<file path="config.mk">
export PLATFORM = sky130hd
export DESIGN_NAME = stream_minmax_tracker
export DESIGN_NICKNAME = d
export VERILOG_FILES = /design/src/rtl/stream_minmax_tracker.sv
export SDC_FILE = /design/constraint.sdc
export NUM_CORES = 1
export LEC_CHECK = 0
export CORE_MARGIN = 8
export CORE_UTILIZATION = 54
export CTS_CLUSTER_DIAMETER = 30
export DETAILED_ROUTE_END_ITERATION = 12
export GPL_TIMING_DRIVEN = 0
export PLACE_DENSITY = 0.84
export SYNTH_ARGS = -nofsm -noshare
export SYNTH_HDL_FRONTEND = slang
export SYNTH_HIERARCHICAL = 1
export SYNTH_SLANG_ARGS = --single-unit
</file>
<file path="constraint.sdc">
create_clock -name clk -period 7.75 [get_ports clk]
set_clock_uncertainty 0.2 [all_clocks]
set_input_delay 1.1625 -clock clk [delete_from_list [all_inputs] [get_ports clk]]
set_output_delay 1.1625 -clock clk [all_outputs]
set_load 0.01 [all_outputs]
</file>
<file path="src/rtl/stream_minmax_tracker.sv">
// Frame-based running min/max tracker over a valid/ready sample stream.
// Two cascaded 16-bit magnitude comparators decide min/max updates; one result per frame.

module hexcomparator (
    input  logic [15:0] a,
    input  logic [15:0] b,
    input  logic        l_in,
    input  logic        e_in,
    input  logic        g_in,
    output logic        l_out,
    output logic        e_out,
    output logic        g_out
);
    logic [4:0] l_c;
    logic [4:0] e_c;
    logic [4:0] g_c;

    assign l_c[0] = l_in;
    assign e_c[0] = e_in;
    assign g_c[0] = g_in;

    // Walk nibbles from least to most significant; a differing higher nibble overrides.
    generate
        for (genvar gi = 0; gi < 4; gi++) begin : g_nib
            logic [3:0] a_nib;
            logic [3:0] b_nib;
            assign a_nib = a[gi*4 +: 4];
            assign b_nib = b[gi*4 +: 4];
            assign l_c[gi+1] = (a_nib < b_nib) | ((a_nib == b_nib) & l_c[gi]);
            assign e_c[gi+1] = (a_nib == b_nib) & e_c[gi];
            assign g_c[gi+1] = (a_nib > b_nib) | ((a_nib == b_nib) & g_c[gi]);
        end
    endgenerate

    assign l_out = l_c[4];
    assign e_out = e_c[4];
    assign g_out = g_c[4];
endmodule

module stream_minmax_tracker #(
    parameter int COUNT_W = 8
) (
    input  logic               clk,
    input  logic               rst,
    input  logic               in_valid,
    output logic               in_ready,
    input  logic [15:0]        in_data,
    input  logic               in_last,
    output logic               out_valid,
    input  logic               out_ready,
    output logic [15:0]        out_min,
    output logic [15:0]        out_max,
    output logic [COUNT_W-1:0] out_min_idx,
    output logic [COUNT_W-1:0] out_max_idx,
    output logic [COUNT_W-1:0] out_count,
    output logic               out_sat
);
    localparam logic [COUNT_W-1:0] CNT_MAX = '1;

    typedef enum logic [1:0] {IDLE, ACCUM, DONE} state_t;

    state_t             state_reg, state_next;
    logic [15:0]        min_reg, min_next;
    logic [15:0]        max_reg, max_next;
    logic [COUNT_W-1:0] min_idx_reg, min_idx_next;
    logic [COUNT_W-1:0] max_idx_reg, max_idx_next;
    logic [COUNT_W-1:0] count_reg, count_next;
    logic               sat_reg, sat_next;
    logic               out_valid_reg, out_valid_next;

    logic accept;
    logic min_lt, min_eq, min_gt;
    logic max_lt, max_eq, max_gt;
    logic min_take, max_take;

    assign in_ready = !rst && (state_reg != DONE);
    assign accept   = in_valid && in_ready;

    hexcomparator u_cmp_min (
        .a(in_data), .b(min_reg),
        .l_in(1'b0), .e_in(1'b1), .g_in(1'b0),
        .l_out(min_lt), .e_out(min_eq), .g_out(min_gt)
    );

    hexcomparator u_cmp_max (
        .a(in_data), .b(max_reg),
        .l_in(1'b0), .e_in(1'b1), .g_in(1'b0),
        .l_out(max_lt), .e_out(max_eq), .g_out(max_gt)
    );

    // Strict L/G only: equal samples keep the first recorded index.
    assign min_take = min_lt && !(min_eq || min_gt);
    assign max_take = max_gt && !(max_eq || max_lt);

    always_comb begin
        state_next   = state_reg;
        min_next     = min_reg;
        max_next     = max_reg;
        min_idx_next = min_idx_reg;
        max_idx_next = max_idx_reg;
        count_next   = count_reg;
        sat_next     = sat_reg;
        case (state_reg)
            IDLE: begin
                if (accept) begin
                    min_next     = in_data;
                    max_next     = in_data;
                    min_idx_next = '0;
                    max_idx_next = '0;
                    count_next   = {{(COUNT_W-1){1'b0}}, 1'b1};
                    sat_next     = 1'b0;
                    state_next   = in_last ? DONE : ACCUM;
                end
            end
            ACCUM: begin
                if (accept) begin
                    // count_reg is the 0-based index of this sample, pinned at CNT_MAX once saturated.
                    if (min_take) begin
                        min_next     = in_data;
                        min_idx_next = count_reg;
                    end
                    if (max_take) begin
                        max_next     = in_data;
                        max_idx_next = count_reg;
                    end
                    if (count_reg == CNT_MAX) begin
                        sat_next = 1'b1;
                    end else begin
                        count_next = count_reg + 1'b1;
                    end
                    state_next = in_last ? DONE : ACCUM;
                end
            end
            DONE: begin
                if (out_ready) begin
                    state_next = IDLE;
                end
            end
            default: state_next = IDLE;
        endcase
        out_valid_next = (state_next == DONE);
    end

    always_ff @(posedge clk or posedge rst) begin
        if (rst) begin
            state_reg     <= IDLE;
            min_reg       <= '0;
            max_reg       <= '0;
            min_idx_reg   <= '0;
            max_idx_reg   <= '0;
            count_reg     <= '0;
            sat_reg       <= 1'b0;
            out_valid_reg <= 1'b0;
        end else begin
            state_reg     <= state_next;
            min_reg       <= min_next;
            max_reg       <= max_next;
            min_idx_reg   <= min_idx_next;
            max_idx_reg   <= max_idx_next;
            count_reg     <= count_next;
            sat_reg       <= sat_next;
            out_valid_reg <= out_valid_next;
        end
    end

    assign out_valid   = out_valid_reg;
    assign out_min     = min_reg;
    assign out_max     = max_reg;
    assign out_min_idx = min_idx_reg;
    assign out_max_idx = max_idx_reg;
    assign out_count   = count_reg;
    assign out_sat     = sat_reg;
endmodule
</file>
==> flow_summary.toml, run 1 <==
[outcome]
status = "finished clean"

[yosys]
yosys_warnings = 6
syn_avg_cell_area_sq_um = 9.84
synth_seq_area_share_pct = 43.8
synth_fa_ha_area_share_pct = 12.1
synth_edf_count = 0
synth_compound_area_share_pct = 11.8
synthFlopType = "dfrtp_1"
synth_area_sq_um = 3430
synth_cells = 348
netlist_top_cells_area = "dfrtp_1 44%, ha_1 12%, mux2_1 9.2%"
synthSimpleGateAreaFrac_pct = 15.1
synth.most_common_cell = "dfrtp_1"
synth_top_area_cell = "dfrtp_1"
ys_ff_latch = 60
ys_async_sr_fraction_pct = 100
muxShareOfSynthArea_pct = 11.1
synth_top_family_by_area = "simple AND/OR/NAND/NOR gates"
netlist_top_cells_count = "60 x dfrtp_1, 47 x nand2_1, 40 x inv_1"
synth.distinct_cells = 42
synth.top_cell.area_share_pct = 43.8
synth-xor-area-share_pct = 0

[routing]
drt-total-wl_mm = 8.39
wl_per_cell_microns = 16.0
via_per_inst = 5.37
final_antenna_net_count = 0
drtPass1Iterations = 4
drtIter0Drc = 142
vias = 2818
drcViolationCount = 0

[setup_path]
criticalPathCategory = "in2reg"
worstSetupStartpoint = "in_data[11]"
worst_ep_required_time_ns = 7.77
crit_path_start_kind = "input pin"
path_cells = "clkdlybuf4s50_1, ha_1, nand2_1, o21ai_0, a21oi_1, or3b_2, nor3b_1, o21ai_2, buf_2, mux2_1"
crit_fanout = 10
cp-end-kind = "register"
cp_num_buf_inv = 2
critPathSlowestCell = "clkdlybuf4s50_1"
rr_startpoint = "out_min[11]"
cpLargestDelayFamily = "buffers and inverters"
worstPathArrival_ns = 4.06
cpPeakStageDelay_ns = 0.48

[cells_and_area]
fin_nets = 497
areaGrowthSynthToFinish_pct = 33.4
diodes = 0
final_layout_size_suffix_gt1_share_pct = 10.0

[cts]
cts_buffers = 9
path_clk_slew_ns = 0.07
clk_path_buf_depth = 2
h-tree-depth = 3
cts_resized = 0
clk-insertion-delay-late_ns = 0.33
tritoncts = "built"
ctsHoldBuffers = 0
clockRootBuffer = "clkbuf_8"
post_cts_buffers = 0
cts.sinks = 60

[place]
dp_hpwl_mm = 6.17
gp_congestion = 0.926
port-buffer-count = 79

[floorplanning]
dieArea_sq_um = 9150
fp.dieW_microns = 95.7
row_count = 29
core_sq_um = 6240
start_util_pct = 54.9
fp.dieH_microns = 95.7
ios = 80

[timing]
finalCriticalPeriod_ns = 4.04
tns_ns = 0
drv_slew = 0
worst_pin_slew_ns = 0.573
max_slew_margin_pct = 61.7
fin_crit_sh_pct = 52.2
max_freq_mhz = 247
rsz0062_at_grt = "no"
final-hold-violation-count = 0
setup_viol = 0

[job]
maxCapViolCount = 0

[worst_hold_path]
hold_start = "out_max_idx[6]"
hold_class = "reg2reg"

[grt]
grt_pass1_wl_mm = 14.1
gr-total-overflow = 0
grt_max_degree = 35
grt_util_all_layers_pct = 19.5
antenna_found_initial = 0
grt_pass1_vias = 2959

[pwr]
p_per_area_nw_per_um2 = 344
vdd_drop_max_v = 0.000252
total_power_mw = 1.57
p_leak_nw = 2.08
==> cells by family (layout without fill, tap and decap cells) <==
kind of cell / count (synthesis) / count (layout)
fa+ha+maj: 33 / 33
buf+inv: 49 / 145
simple gates: 101 / 101
mux: 34 / 34
flops: 60 / 60
compound gates: 69 / 69
other cells: 2 / 6
==> worst reg2reg max path, stage by stage, from the launching register on <==
cell,delay (ns)
dfrtp_1,0.39
inv_1,0.06
ha_1,0.31
nand2_1,0.08
o21ai_0,0.27
a21oi_1,0.11
or3b_2,0.46
nor3b_1,0.16
o21ai_2,0.26
buf_2,0.36
mux2_1,0.36
==> stage by stage <==
stage / area [sq um] / setup WS [ns] / std cells / util (%) / hold WS [ns]
2_1_floorplan: 3440 / 4.30 / 352 / - / 0.314
3_3_place_gp: 4330 / 3.47 / 508 / 69.3 / 0.260
3_5_place_dp: 4350 / 3.41 / 509 / 69.7 / 0.270
4_1_cts: 4570 / 3.73 / 525 / 73.2 / 0.287
5_1_grt: 4570 / 3.53 / 525 / 73.2 / 0.315
6_report: 4570 / 3.71 / 525 / 73.2 / 0.280
==> power breakdown <==
group | switching, mW | total, mW | internal, mW
combinational | 0.337 | 0.727 | 0.390
sequential | 0.101 | 0.528 | 0.427
clock | 0.136 | 0.318 | 0.183
==> placed cells by master (no fill, tap or decap), types with 3 or more instances in the layout <==
master / netlist / final
nand2_1: 47 / 47
ha_1: 33 / 33
o21ai_0: 27 / 27
nor2_1: 16 / 16
inv_1: 40 / 39
o21ai_1: 3 / 3
clkbuf_8: 0 / 9
nand3_1: 7 / 7
o211ai_1: 4 / 4
a21oi_1: 19 / 19
nor2b_1: 3 / 3
buf_2: 6 / 6
mux2_2: 5 / 5
clkdlybuf4s50_1: 0 / 79
dfrtp_1: 60 / 60
conb_1: 2 / 6
mux2_1: 28 / 28
nand4_1: 6 / 6
==> worst paths after layout <==
kind                                  end  slack (ns)  cells past startpoint
max                            out_min[5]        3.71                     10
min                        out_max_idx[6]        0.28                      2
max reg2reg                    out_min[5]        4.62                     10
min reg2reg                out_max_idx[6]        0.28                      2
max in group asynchronous      out_max[3]        5.61                      3
min in group asynchronous    state_reg[0]        1.16                      2
==> final cells by class <==
| cell class | count | area [sq um] |
|---|---|---|
| buffer | 9 | 48.8 |
| clock buffer | 9 | 124 |
| clock inverter | 7 | 98.8 |
| fill | 448 | 1670 |
| inverter | 40 | 150 |
| multi-input combinational | 243 | 1740 |
| sequential | 60 | 1500 |
| tap | 77 | 96.3 |
| timing repair buffer | 80 | 811 |
==> routing by layer <==
layer,part of all wire [%],GRT usage [%]
met2,50,33.4
met1,44,23.4
met5,0,0
met3,5.0,4.41
met4,1.0,7.17
Note: power is estimated with default switching activity, not from simulation.
==> run 2, diff against run 1 <==
--- a/config.mk
+++ b/config.mk
@@ -6,11 +6,11 @@
 export NUM_CORES = 1
 export LEC_CHECK = 0
 export CORE_MARGIN = 8
-export CORE_UTILIZATION = 54
+export CORE_UTILIZATION = 50
 export CTS_CLUSTER_DIAMETER = 30
 export DETAILED_ROUTE_END_ITERATION = 12
 export GPL_TIMING_DRIVEN = 0
-export PLACE_DENSITY = 0.84
+export PLACE_DENSITY = 0.79
 export SYNTH_ARGS = -nofsm -noshare
 export SYNTH_HDL_FRONTEND = slang
 export SYNTH_HIERARCHICAL = 1
==> constraint.sdc (replaced) <==
create_clock -name clk -period 4.1 [get_ports clk]
set_clock_uncertainty 0.2 [all_clocks]
set_input_delay 0.615 -clock clk [delete_from_list [all_inputs] [get_ports clk]]
set_output_delay 0.615 -clock clk [all_outputs]
set_load 0.01 [all_outputs]
==> run 2 against run 1 <==
Effect of this change: global-route usage fell by 2.4 points; routed wire length shrank 2.7%; die area up 6.6%; worst setup slack got worse by 3.1 ns; register-to-register slack got worse by 3.6 ns; utilization shrank 5.9 points; critical path type unchanged; largest power group unchanged.
==> flow_summary.toml, run 2 (synthesized netlist as in run 1, its figures left out) <==
[routing]
vias = 2811
wl_per_cell_microns = 15.5
drt-total-wl_mm = 8.16
drtIter0Drc = 69
final_antenna_net_count = 0
drtPass1Iterations = 5
via_per_inst = 5.32
drcViolationCount = 0

[cells_and_area]
postLayoutCellArea_sq_um = 4530
diodes = 0
fin_nets = 497
final_layout_size_suffix_gt1_share_pct = 10.0
layout_common_cells = "79 x clkdlybuf4s50_1, 60 x dfrtp_1, 47 x nand2_1, 39 x inv_1, 33 x ha_1"
areaGrowthSynthToFinish_pct = 32.1
final_common_cell = "clkdlybuf4s50_1"

[timing]
setup_viol = 0
max_freq_mhz = 288
rsz0062_at_grt = "no"
final-hold-violation-count = 0
drv_slew = 0
tns_ns = 0
fin_crit_sh_pct = 84.8
finalCriticalPeriod_ns = 3.48

[setup_path]
critPathSlowestCell = "clkdlybuf4s50_1"
crit_fanout = 10
cp_num_buf_inv = 2
cpLargestDelayFamily = "buffers and inverters"
worstPathArrival_ns = 3.50
path_cells = "clkdlybuf4s50_1, ha_1, nand2_1, o21ai_0, a21oi_1, or3b_2, nor3b_1, o21ai_2, buf_2, mux2_1"
crit_path_start_kind = "input pin"
criticalPathCategory = "in2reg"
worstSetupStartpoint = "in_data[11]"
worst_ep_required_time_ns = 4.12
cp-end-kind = "register"
cpPeakStageDelay_ns = 0.47
rr_startpoint = "out_min[11]"

[worst_hold_path]
hold_start = "out_max_idx[1]"
hold_class = "reg2reg"

[floorplanning]
fp.dieH_microns = 98.8
ios = 80
dieArea_sq_um = 9760
start_util_pct = 51.0
row_count = 30
fp.dieW_microns = 98.8
core_sq_um = 6720

[cts]
clockRootBuffer = "clkbuf_8"
cts_resized = 0
clk_path_buf_depth = 2
path_clk_slew_ns = 0.07
h-tree-depth = 3
tritoncts = "built"
ctsHoldBuffers = 0
post_cts_buffers = 0
clk-insertion-delay-late_ns = 0.35
cts.sinks = 60
cts_buffers = 9

[job]
maxCapViolCount = 0

[place]
port-buffer-count = 79
dp_hpwl_mm = 6.28
gp_congestion = 0.834
place_area_sq_um = 4350

[outcome]
status = "finished clean"

[grt]
grt_pass1_wl_mm = 13.7
grt_pass1_vias = 2909
antenna_found_initial = 0
grtUsageMet3_pct = 3.59
grt_util_all_layers_pct = 17.2
grt_use_met2_pct = 28.3
globalRouteMet1Util_pct = 20.4
gr-total-overflow = 0
grt_max_degree = 41
top_usage_layer = "met2"

[pwr]
power.share.sequential_pct = 35.3
p_int_mw = 1.76
swShare_pct = 37.9
p_leak_nw = 2.06
combPwrFrac_pct = 47.9
p_sw_mw = 1.08
p_clk_share_pct = 16.8
vdd_drop_max_v = 0.000512
p_per_area_nw_per_um2 = 627
## run 2: changes by cell type in the layout (fill, tap and decap cells not counted), sizes merged
cell / change
bufinv: -2
inv: +1
clkinvlp: +1
## run 2: area by class of cell
class | count | area [sq um]
fill | 548 | 2190
multi-input combinational | 243 | 1740
sequential | 60 | 1500
timing repair buffer | 80 | 811
inverter | 40 | 150
clock buffer | 9 | 124
tap | 80 | 100
clock inverter | 7 | 51.3
buffer | 9 | 48.8
## run 2: power by group through the flow
| stage | clock network [mW] | logic (mW) | registers [mW] |
|---|---|---|---|
| after floorplan | 0 | 0.632 | 1.07 |
| after global placement | 0 | 1.32 | 0.998 |
| after detailed placement | 0 | 1.37 | 1.01 |
| after CTS | 0.487 | 1.38 | 1.00 |
| after global routing | 0.512 | 1.50 | 1.04 |
| final | 0.477 | 1.36 | 1.00 |
## run 2: metal layers
metal	routed length (microns)	part of all wire (%)	vias up
met5	0	0	-
met4	206	2.5	0
met3	360	4.4	13
met2	3850	47	80
met1	3750	46	1324
li1	-	-	1394
## run 2: path summary, 6_finish.rpt
kind	depth (start not counted)	slack (ns)	to
worst max register to register	10	0.98	out_min[5]
min in group asynchronous	2	0.58	out_valid
worst max-delay path	10	0.62	out_min[5]
worst min register to register	2	0.28	out_max_idx[1]
worst min-delay path	2	0.28	out_max_idx[1]
max in group asynchronous	3	2.56	out_max[2]
## run 2: tightest hold or removal path, cell delays in order (launching register included)
cell and delay (ns):
dfrtp_1 0.34, nand2_1 0.04, o21ai_0 0.06
## run 2: per-stage QoR
| step | instances | hold WS, ns | power, mW | worst slack (ns) | utilization, % |
|---|---|---|---|---|---|
| 6_report | 528 | 0.281 | 2.84 | 0.625 | 67.4 |
| 3_5_place_dp | 512 | 0.269 | 2.38 | 0.252 | 64.8 |
| 5_1_grt | 528 | 0.317 | 3.05 | 0.492 | 67.4 |
| 4_1_cts | 528 | 0.285 | 2.87 | 0.610 | 67.4 |
| 3_3_place_gp | 511 | 0.260 | 2.32 | 0.330 | 64.5 |
| 2_1_floorplan | 352 | 0.314 | 1.70 | 1.20 | - |
